`src/rtl/spi_com_pkg.sv`:
```
// Shared constants and the FSM state encoding for the FIFO write-port arbiter.
package spi_com_pkg;

    localparam int DEFAULT_DATA_W    = 16;
    localparam int DEFAULT_MAX_BURST = 8;

    typedef enum logic [1:0] {
        IDLE = 2'd0,
        GNT0 = 2'd1,
        GNT1 = 2'd2
    } arb_state_t;

endpackage

```
`src/rtl/fifo_wr_arbiter.sv`:
```
// Two-requester round-robin burst arbiter for a shared FIFO write port.
// Define FIFO_WR_ARB_STATS_EN to add the cnt0/cnt1/stall_cnt statistics outputs.
module fifo_wr_arbiter
    import spi_com_pkg::*;
#(
    parameter int DATA_W    = DEFAULT_DATA_W,
    parameter int MAX_BURST = DEFAULT_MAX_BURST
) (
    input  logic              clk,
    input  logic              rst,
    input  logic              s0_valid,
    input  logic [DATA_W-1:0] s0_data,
    output logic              s0_ready,
    input  logic              s1_valid,
    input  logic [DATA_W-1:0] s1_data,
    output logic              s1_ready,
    output logic              fifo_wreq,
    output logic [DATA_W-1:0] fifo_wdata,
    input  logic              fifo_wfull,
    output logic [1:0]        grant
`ifdef FIFO_WR_ARB_STATS_EN
    ,
    output logic [15:0]       cnt0,
    output logic [15:0]       cnt1,
    output logic [15:0]       stall_cnt
`endif
);

    localparam logic [7:0] LAST_WORD = 8'(MAX_BURST - 1);

    arb_state_t r_state;
    logic       r_rr;
    logic [7:0] r_burst_cnt;

    logic       w_own_valid;
    logic       w_oth_valid;
    logic       w_accept;
    logic       w_release;
    arb_state_t w_other_gnt;

    always_comb begin
        w_own_valid = 1'b0;
        w_oth_valid = 1'b0;
        w_other_gnt = IDLE;
        fifo_wdata  = '0;
        case (r_state)
            GNT0: begin
                w_own_valid = s0_valid;
                w_oth_valid = s1_valid;
                w_other_gnt = GNT1;
                fifo_wdata  = s0_data;
            end
            GNT1: begin
                w_own_valid = s1_valid;
                w_oth_valid = s0_valid;
                w_other_gnt = GNT0;
                fifo_wdata  = s1_data;
            end
            default: ;
        endcase
    end

    // rst gates acceptance so nothing is written while a burst is being abandoned
    assign w_accept  = w_own_valid && !fifo_wfull && !rst;
    assign w_release = !w_own_valid || (w_accept && (r_burst_cnt == LAST_WORD));

    assign fifo_wreq = w_accept;
    assign s0_ready  = w_accept && (r_state == GNT0);
    assign s1_ready  = w_accept && (r_state == GNT1);
    assign grant     = r_state;

    always_ff @(posedge clk) begin
        if (rst) begin
            r_state     <= IDLE;
            r_rr        <= 1'b1;
            r_burst_cnt <= '0;
        end else begin
            case (r_state)
                IDLE: begin
                    r_burst_cnt <= '0;
                    if (s0_valid && (!s1_valid || r_rr)) begin
                        r_state <= GNT0;
                    end else if (s1_valid) begin
                        r_state <= GNT1;
                    end
                end
                GNT0, GNT1: begin
                    if (w_release) begin
                        r_rr        <= (r_state == GNT1);
                        r_burst_cnt <= '0;
                        // a lone owner that exhausted its burst is re-granted in place
                        if (w_oth_valid) begin
                            r_state <= w_other_gnt;
                        end else if (!w_own_valid) begin
                            r_state <= IDLE;
                        end
                    end else if (w_accept) begin
                        r_burst_cnt <= r_burst_cnt + 8'd1;
                    end
                end
                default: r_state <= IDLE;
            endcase
        end
    end

`ifdef FIFO_WR_ARB_STATS_EN
    logic [15:0] r_cnt0;
    logic [15:0] r_cnt1;
    logic [15:0] r_stall_cnt;

    always_ff @(posedge clk) begin
        if (rst) begin
            r_cnt0      <= '0;
            r_cnt1      <= '0;
            r_stall_cnt <= '0;
        end else begin
            if (s0_ready) begin
                r_cnt0 <= r_cnt0 + 16'd1;
            end
            if (s1_ready) begin
                r_cnt1 <= r_cnt1 + 16'd1;
            end
            if (w_own_valid && fifo_wfull && (r_stall_cnt != 16'hFFFF)) begin
                r_stall_cnt <= r_stall_cnt + 16'd1;
            end
        end
    end

    assign cnt0      = r_cnt0;
    assign cnt1      = r_cnt1;
    assign stall_cnt = r_stall_cnt;
`endif

endmodule
```
`config.mk`:
```
export PLATFORM = sky130hd
export DESIGN_NAME = fifo_wr_arbiter
export DESIGN_NICKNAME = d
export VERILOG_FILES = /design/src/rtl/spi_com_pkg.sv /design/src/rtl/fifo_wr_arbiter.sv
export SDC_FILE = /design/constraint.sdc
export NUM_CORES = 1
export LEC_CHECK = 0
export ABC_AREA = 1
export CAP_MARGIN = 20
export CORE_ASPECT_RATIO = 0.6
export CORE_MARGIN = 3
export CORE_UTILIZATION = 30
export DETAILED_ROUTE_END_ITERATION = 7
export PLACE_DENSITY = 0.78
export SLEW_MARGIN = 30
export SYNTH_ARGS = -nofsm -noshare
export SYNTH_HDL_FRONTEND = slang
export SYNTH_SLANG_ARGS = --single-unit
```
`constraint.sdc`:
```
create_clock -name clk -period 1.6 [get_ports clk]
set_input_delay 0.32 -clock clk [delete_from_list [all_inputs] [get_ports clk]]
set_output_delay 0.32 -clock clk [all_outputs]
set_load 0.01 [all_outputs]
```
==> flow_metrics.env, run 1 <==
export IMPL_status="finished with violations"
export IMPL_violations="negative setup slack"
export IMPL_crit_required_ps=1280
export IMPL_worst_pin_slew_ps=319.7
export IMPL_start_util_pct=33.04
export IMPL_syn_inst=177
export IMPL_stdcell_area_um2=1827
export IMPL_syn2layout_area_growth_pct=82.96
export IMPL_rsz0062_at_grt="yes"
export IMPL_power_density_nw_per_um2=1528
export IMPL_switching_power_mw=1.375
export IMPL_end_kind="output pin"
export IMPL_die_area_um2=4079
export IMPL_cpPeakStageDelay_ps=530
export IMPL_vias_per_cell=4.662
export IMPL_clock_latency_ps=240
export IMPL_rows=15
export IMPL_ys_seq_area_share_pct=22.06
export IMPL_core_area_um2=3022
export IMPL_cts_root_buffer="clkbuf_8"
export IMPL_hpwl_um=2905
export IMPL_p_comb_share_pct=75.3
export IMPL_register_area_um2=227.7
export IMPL_relSlewSlack_pct=78.52
export IMPL_port_buffers=57
export IMPL_grt_pass1_wl_um=5754
export IMPL_synth_top_area_share_pct=25.19
export IMPL_hold_viol_final=0
export IMPL_dp_slack_ps=-533.1
export IMPL_intPower_mw=1.417
export IMPL_routed_wl_um=3615
export IMPL_grt_max_degree=18
export IMPL_synthFlopType="dfxtp_1"
export IMPL_multiInputGateArea_um2=779.5
export IMPL_holdPathStages=2
export IMPL_leakagePower_nw=0.8223
export IMPL_cts_sinks=11
export IMPL_antenna_found_initial=0
export IMPL_cts_buffer_depth=2
export IMPL_r2r_cells=10
export IMPL_nFillCells=275
export IMPL_clock_skew_ps=4.715
export IMPL_clock_power_share_pct=10.0
export IMPL_clkTransAtPathRegs_ps=50
export IMPL_final_period_utilization_pct=107.1
export IMPL_drt_initial_drc_count=66
export IMPL_gp_congestion=0.8108
export IMPL_whs_ps=460.5
export IMPL_wl_per_cell_um=12.34
export IMPL_setup_viol=19
export IMPL_ioPinCount=58
export IMPL_die_w_um=80.48
export IMPL_yosys_area_top_type="nand2_1"
export IMPL_drv_slew=0
export IMPL_first_pass_iters=4
export IMPL_cts_max_level=1
export IMPL_cpMostUsedCell="nand2_4"
export IMPL_hold_buffers=0
export IMPL_swShare_pct=49.25
export IMPL_fin_ws_ps=-113.1
export IMPL_num_antenna_cells=0
export IMPL_cts_tree="done"
export IMPL_drc=0
export IMPL_synth_edff_count=0
export IMPL_hp_class="flop to flop"
export IMPL_syn_avg_cell_area_um2=5.641
export IMPL_vias=1366
export IMPL_cp_start_kind="primary input"
export IMPL_synthesis_area_um2=998.5
export IMPL_p_seq_share_pct=14.7
export IMPL_synth_area_leaders="nand2_1 (25%), dfxtp_1 (22%), a21oi_1 (11%)"
export IMPL_syn_nets=219
export IMPL_post_route_cells_drive_above_1_share_pct=27.89
export IMPL_synth_most_common_cell="nand2_1"
export IMPL_numCtsBuffers=3
export IMPL_grt_pass1_vias=1173
export IMPL_layout_nets=294
export IMPL_dpl_cell_area_um2=1749
export IMPL_drtAntennaViolNets=0
export IMPL_async_flop_share_pct=0
export IMPL_path_class="primary input to output pin"
export IMPL_ys_top_cells_by_count="nand2_1 (67), a21oi_1 (22), nor2_1 (19)"
export IMPL_timing_fmax_mhz=583.7
export IMPL_gr_usage_all_layers_pct=17.98
export IMPL_yosys_warnings=0
export IMPL_totalPowerFinal_mw=2.792
export IMPL_critPathSlowestCell="clkdlybuf4s50_1"
export IMPL_yosysUniqueCellTypes=22
export IMPL_synth_seq_cells=11
export IMPL_arrival_ps=1390
export IMPL_dieHeight_um=50.69
export IMPL_final_util_pct=60.46
export IMPL_fin_crit_ps=1713
export IMPL_peakVddDrop_uv=1339
export IMPL_grt_ovfl_total=0
export IMPL_drv_cap=0
export IMPL_crit_fanout=2
export IMPL_crit_chain="clkdlybuf4s50_1 > nand2_4 > nand2_4 > nand2_4 > nor2_4 > inv_2 > nor2_1 > buf_2"
==> cells by family after synthesis <==
logic type               count (synthesis)  synth area share (%)
adder cells (fa/ha/maj)                  5                 6.266
buffers and inverters                   26                 10.27
flip-flops                              11                 22.06
XOR/XNOR                                 1                0.8774
AO/OA/AOI/OAI                           24                 12.28
AND/OR/NAND/NOR                        110                 48.25
==> layout make-up <==
cell class / instances / area share [%]
flip-flops and latches: 11 / 12.47
multi-input cells: 140 / 42.67
inverters: 21 / 5.000
clock inverters: 1 / 0.2740
repair buffers: 75 / 34.45
well taps: 42 / 2.877
clock buffers: 3 / 2.260
==> state kept, by name, summed over array words and instances, names as in the netlist <==
name	count
grant	2
r_burst_cnt	8
r_rr	1
==> layer usage <==
metal  up-vias  wire (µm)  track usage [%]
li1        706          -                -
met1       630       1784            26.07
met2        30       1667            27.20
met3         0        163            4.659
met4         0          0            2.247
met5         -          0                0
==> power by group through the flow <==
stage                     registers (mW)  clock network [mW]  logic [mW]
after floorplan                    0.394                   0        1.13
after global placement             0.378                   0        1.93
after detailed placement           0.379                   0        1.96
after CTS                          0.411               0.288        1.96
after global routing               0.422               0.302        2.31
final                              0.410               0.280        2.10
==> layout by cell type (no fill, tap or decap), types with 8 or more instances in the layout <==
master / netlist / layout
a21oi_1: 22 / 21
buf_4: 1 / 16
buf_2: 1 / 18
inv_1: 18 / 14
nor2_1: 19 / 15
dfxtp_1: 11 / 9
nand2_1: 67 / 62
nand3_1: 11 / 10
nand2_4: 4 / 8
clkdlybuf4s50_1: 0 / 36
==> critical path: cells and delay by family <==
family                 cells  cell delay (ps)
buffers and inverters      3              710
AND/OR/NAND/NOR            5              370
==> through the flow <==
| stage | instances | setup TNS (ps) |
|---|---|---|
| after floorplan | 177 | -40.96 |
| after global placement | 289 | -7300 |
| after detailed placement | 289 | -8148 |
| after CTS | 294 | -1402 |
| after global routing | 293 | -2929 |
| final | 293 | -1153 |
==> worst paths after layout <==
path,start,endpoint,slack [ps]
worst min-delay path,r_rr,r_rr,460
worst min register to register,r_rr,r_rr,460
worst max-delay path,s0_valid,s0_ready,-110
worst max register to register,grant[1],r_burst_cnt[2],20
==> repair_timing <==
action	4_1_cts	5_1_grt
pin swaps	2	15
buffers inserted	1	0
setup endpoints to repair	29	31
resized for setup	92	23
No activity file was read; power rests on OpenSTA's default activity.
==> inputs of run 2 (changes only) <==
--- a/config.mk
+++ b/config.mk
@@ -12,7 +12,6 @@
 export CORE_UTILIZATION = 30
 export DETAILED_ROUTE_END_ITERATION = 7
 export PLACE_DENSITY = 0.78
-export SLEW_MARGIN = 30
 export SYNTH_ARGS = -nofsm -noshare
 export SYNTH_HDL_FRONTEND = slang
 export SYNTH_SLANG_ARGS = --single-unit
==> results of run 2 <==
The final DEF is identical to that of run 1; final timing and power are the same.
==> inputs of run 3 (changes only) <==
--- a/config.mk
+++ b/config.mk
@@ -7,7 +7,7 @@
 export LEC_CHECK = 0
 export ABC_AREA = 1
 export CAP_MARGIN = 20
-export CORE_ASPECT_RATIO = 0.6
+export CORE_ASPECT_RATIO = 1.75
 export CORE_MARGIN = 3
 export CORE_UTILIZATION = 30
 export DETAILED_ROUTE_END_ITERATION = 7
==> run 3 against run 2 <==
Against the previous run:
- critical path type is now flop to output pin
- global-route usage decreased by 0.56 points
- critical path depth decreased by 1
- hold slack improved by 3.1 ps
- die area increased by 0.11%
- count of clock-buffer cells in the layout increased by 1
- the flow still finishes with violations (negative setup slack)
- power increased by 19%
- first-iteration DRC count decreased by 82%
- highest routed layer is now met4
- combinational power increased by 25%
- final area increased by 13%
- clock power decreased by 2%
==> flow_metrics.env, run 3 (synthesis results as in run 1) <==
export IMPL_drtAntennaViolNets=0
export IMPL_peakVddDrop_uv=1220
export IMPL_wl_per_cell_um=13.02
export IMPL_die_w_um=49.61
export IMPL_relSlewSlack_pct=83.19
export IMPL_rsz0062_at_grt="yes"
export IMPL_crit_required_ps=1280
export IMPL_layout_nets=301
export IMPL_post_route_cells_drive_above_1_share_pct=38.76
export IMPL_cts_max_level=1
export IMPL_cts_sinks=11
export IMPL_nFillCells=303
export IMPL_setup_viol=19
export IMPL_gp_congestion=0.7840
export IMPL_first_pass_iters=4
export IMPL_dieHeight_um=82.32
export IMPL_timing_fmax_mhz=564.7
export IMPL_drv_slew=0
export IMPL_layout_commonest_cell="nand2_1"
export IMPL_final_period_utilization_pct=110.7
export IMPL_stdcell_area_um2=2059
export IMPL_whs_ps=463.5
export IMPL_grt_max_degree=18
export IMPL_cp_start_kind="flop"
export IMPL_most_common_layout_cells="nand2_1 (52), clkdlybuf4s50_1 (34), buf_2 (18)"
export IMPL_totalPowerFinal_mw=3.314
export IMPL_rows=27
export IMPL_cts_buffer_depth=2
export IMPL_numCtsBuffers=3
export IMPL_timing_rr_end="r_burst_cnt[1]"
export IMPL_power_density_nw_per_um2=1609
export IMPL_worst_pin_slew_ps=250.2
export IMPL_clock_latency_ps=240
export IMPL_cts_root_buffer="clkbuf_8"
export IMPL_leakagePower_nw=0.8999
export IMPL_die_area_um2=4084
export IMPL_fin_crit_ps=1771
export IMPL_critPathSlowestCell="dfxtp_4"
export IMPL_arrival_ps=1450
export IMPL_cpPeakStageDelay_ps=360
export IMPL_path_class="flop to output pin"
export IMPL_min_to="r_rr"
export IMPL_gr_usage_all_layers_pct=17.42
export IMPL_core_area_um2=3176
export IMPL_vias=1415
export IMPL_drc=0
export IMPL_hold_viol_final=0
export IMPL_syn2layout_area_growth_pct=106.3
export IMPL_start_util_pct=31.44
export IMPL_grt_pass1_wl_um=5651
export IMPL_drt_initial_drc_count=12
export IMPL_crit_chain="inv_4 > ha_4 > buf_12 > buf_6 > nand2_1 > a21oi_2 > buf_2"
export IMPL_clock_skew_ps=1.942
export IMPL_vias_per_cell=4.701
export IMPL_r2r_slack_ps=30
export IMPL_holdPathStages=2
export IMPL_r2r_cells=11
export IMPL_status="finished with violations"
export IMPL_dp_slack_ps=-587.4
export IMPL_drv_cap=0
export IMPL_num_antenna_cells=0
export IMPL_clkTransAtPathRegs_ps=50
export IMPL_routed_wl_um=3920
export IMPL_end_kind="output pin"
export IMPL_placed_cells_incl_taps=292
export IMPL_hpwl_um=2647
export IMPL_grt_pass1_vias=1273
export IMPL_largest_reg_flops=8
export IMPL_stdcell_count=301
export IMPL_r2r_start="grant[1]"
export IMPL_regMostFlops="r_burst_cnt"
export IMPL_ioPinCount=58
export IMPL_port_buffers=57
export IMPL_dpl_cell_area_um2=1765
export IMPL_cts_tree="done"
export IMPL_crit_fanout=4
export IMPL_hp_class="flop to flop"
export IMPL_fin_ws_ps=-170.8
export IMPL_grt_ovfl_total=0
export IMPL_hp_start="r_rr"
export IMPL_violations="negative setup slack"
export IMPL_antenna_found_initial=0
==> run 3: cell types whose count changed in the layout (fill, tap and decap cells not counted), moves of 3 or more <==
cell	previous run	this run
a21oi_1	21	8
a21oi_2	1	14
nand2_1	62	52
nand2_2	2	11
buf_6	2	6
nand2_8	0	3
==> run 3: report_power, final <==
part | total, mW | switching (mW) | internal, mW
Sequential | 0.413 | 0.0649 | 0.348
Clock | 0.273 | 0.0984 | 0.174
Combinational | 2.63 | 1.43 | 1.20
Total | 3.31 | 1.59 | 1.72
==> run 3: worst max path at each step <==
stage / cells past startpoint / slack [ps] / end / start
final: 7 / -170 / fifo_wdata[14] / grant[0]
after global routing: 9 / -230 / s0_ready / grant[1]
after CTS: 7 / -170 / s0_ready / grant[0]
after detailed placement: 8 / -590 / s0_ready / s1_valid
after global placement: 8 / -540 / s0_ready / s1_valid
after floorplan: 6 / -20 / s0_ready / grant[1]
==> run 3: worst max-delay path: cells and delay by family, from the launching register on <==
| kind | cells | cell delay, ps |
|---|---|---|
| buf+inv | 4 | 430 |
| compound gates | 1 | 160 |
| fa+ha+maj | 1 | 180 |
| simple gates | 1 | 70 |
| flops | 1 | 360 |
==> run 3: per-stage QoR <==
step,utilization [%],setup TNS [ps]
after floorplan,-,-40.96
after global placement,55.60,-7943
after detailed placement,55.60,-8598
after CTS,58.12,-2050
after global routing,64.85,-3384
final,64.85,-1769
==> run 3: layout make-up <==
cell class / count / area, µm² / share of cell area, %
multi-input combinational: 140 / 889.6 / 43.20
sequential: 11 / 227.7 / 11.06
inverter: 21 / 98.84 / 4.800
tap: 43 / 53.80 / 2.612
timing repair buffer: 82 / 744.5 / 36.15
clock buffer: 4 / 45.04 / 2.187
==> run 3: per-layer routing <==
metal | part of all wire, % | vias up | GRT usage, %
li1 | - | 717 | -
met1 | 34 | 638 | 17.83
met2 | 57 | 50 | 34.22
met3 | 6.4 | 10 | 2.693
met4 | 3.3 | 0 | 7.479
met5 | 0 | - | 0
==> run 3: what timing repair did <==
item | 4_1_cts | 5_1_grt
pin swaps | 2 | 15
gates cloned | 0 | 1
gates resized for setup | 89 | 66
buffers inserted | 2 | 5
hold buffers | 0 | 0
setup endpoints to repair | 29 | 31
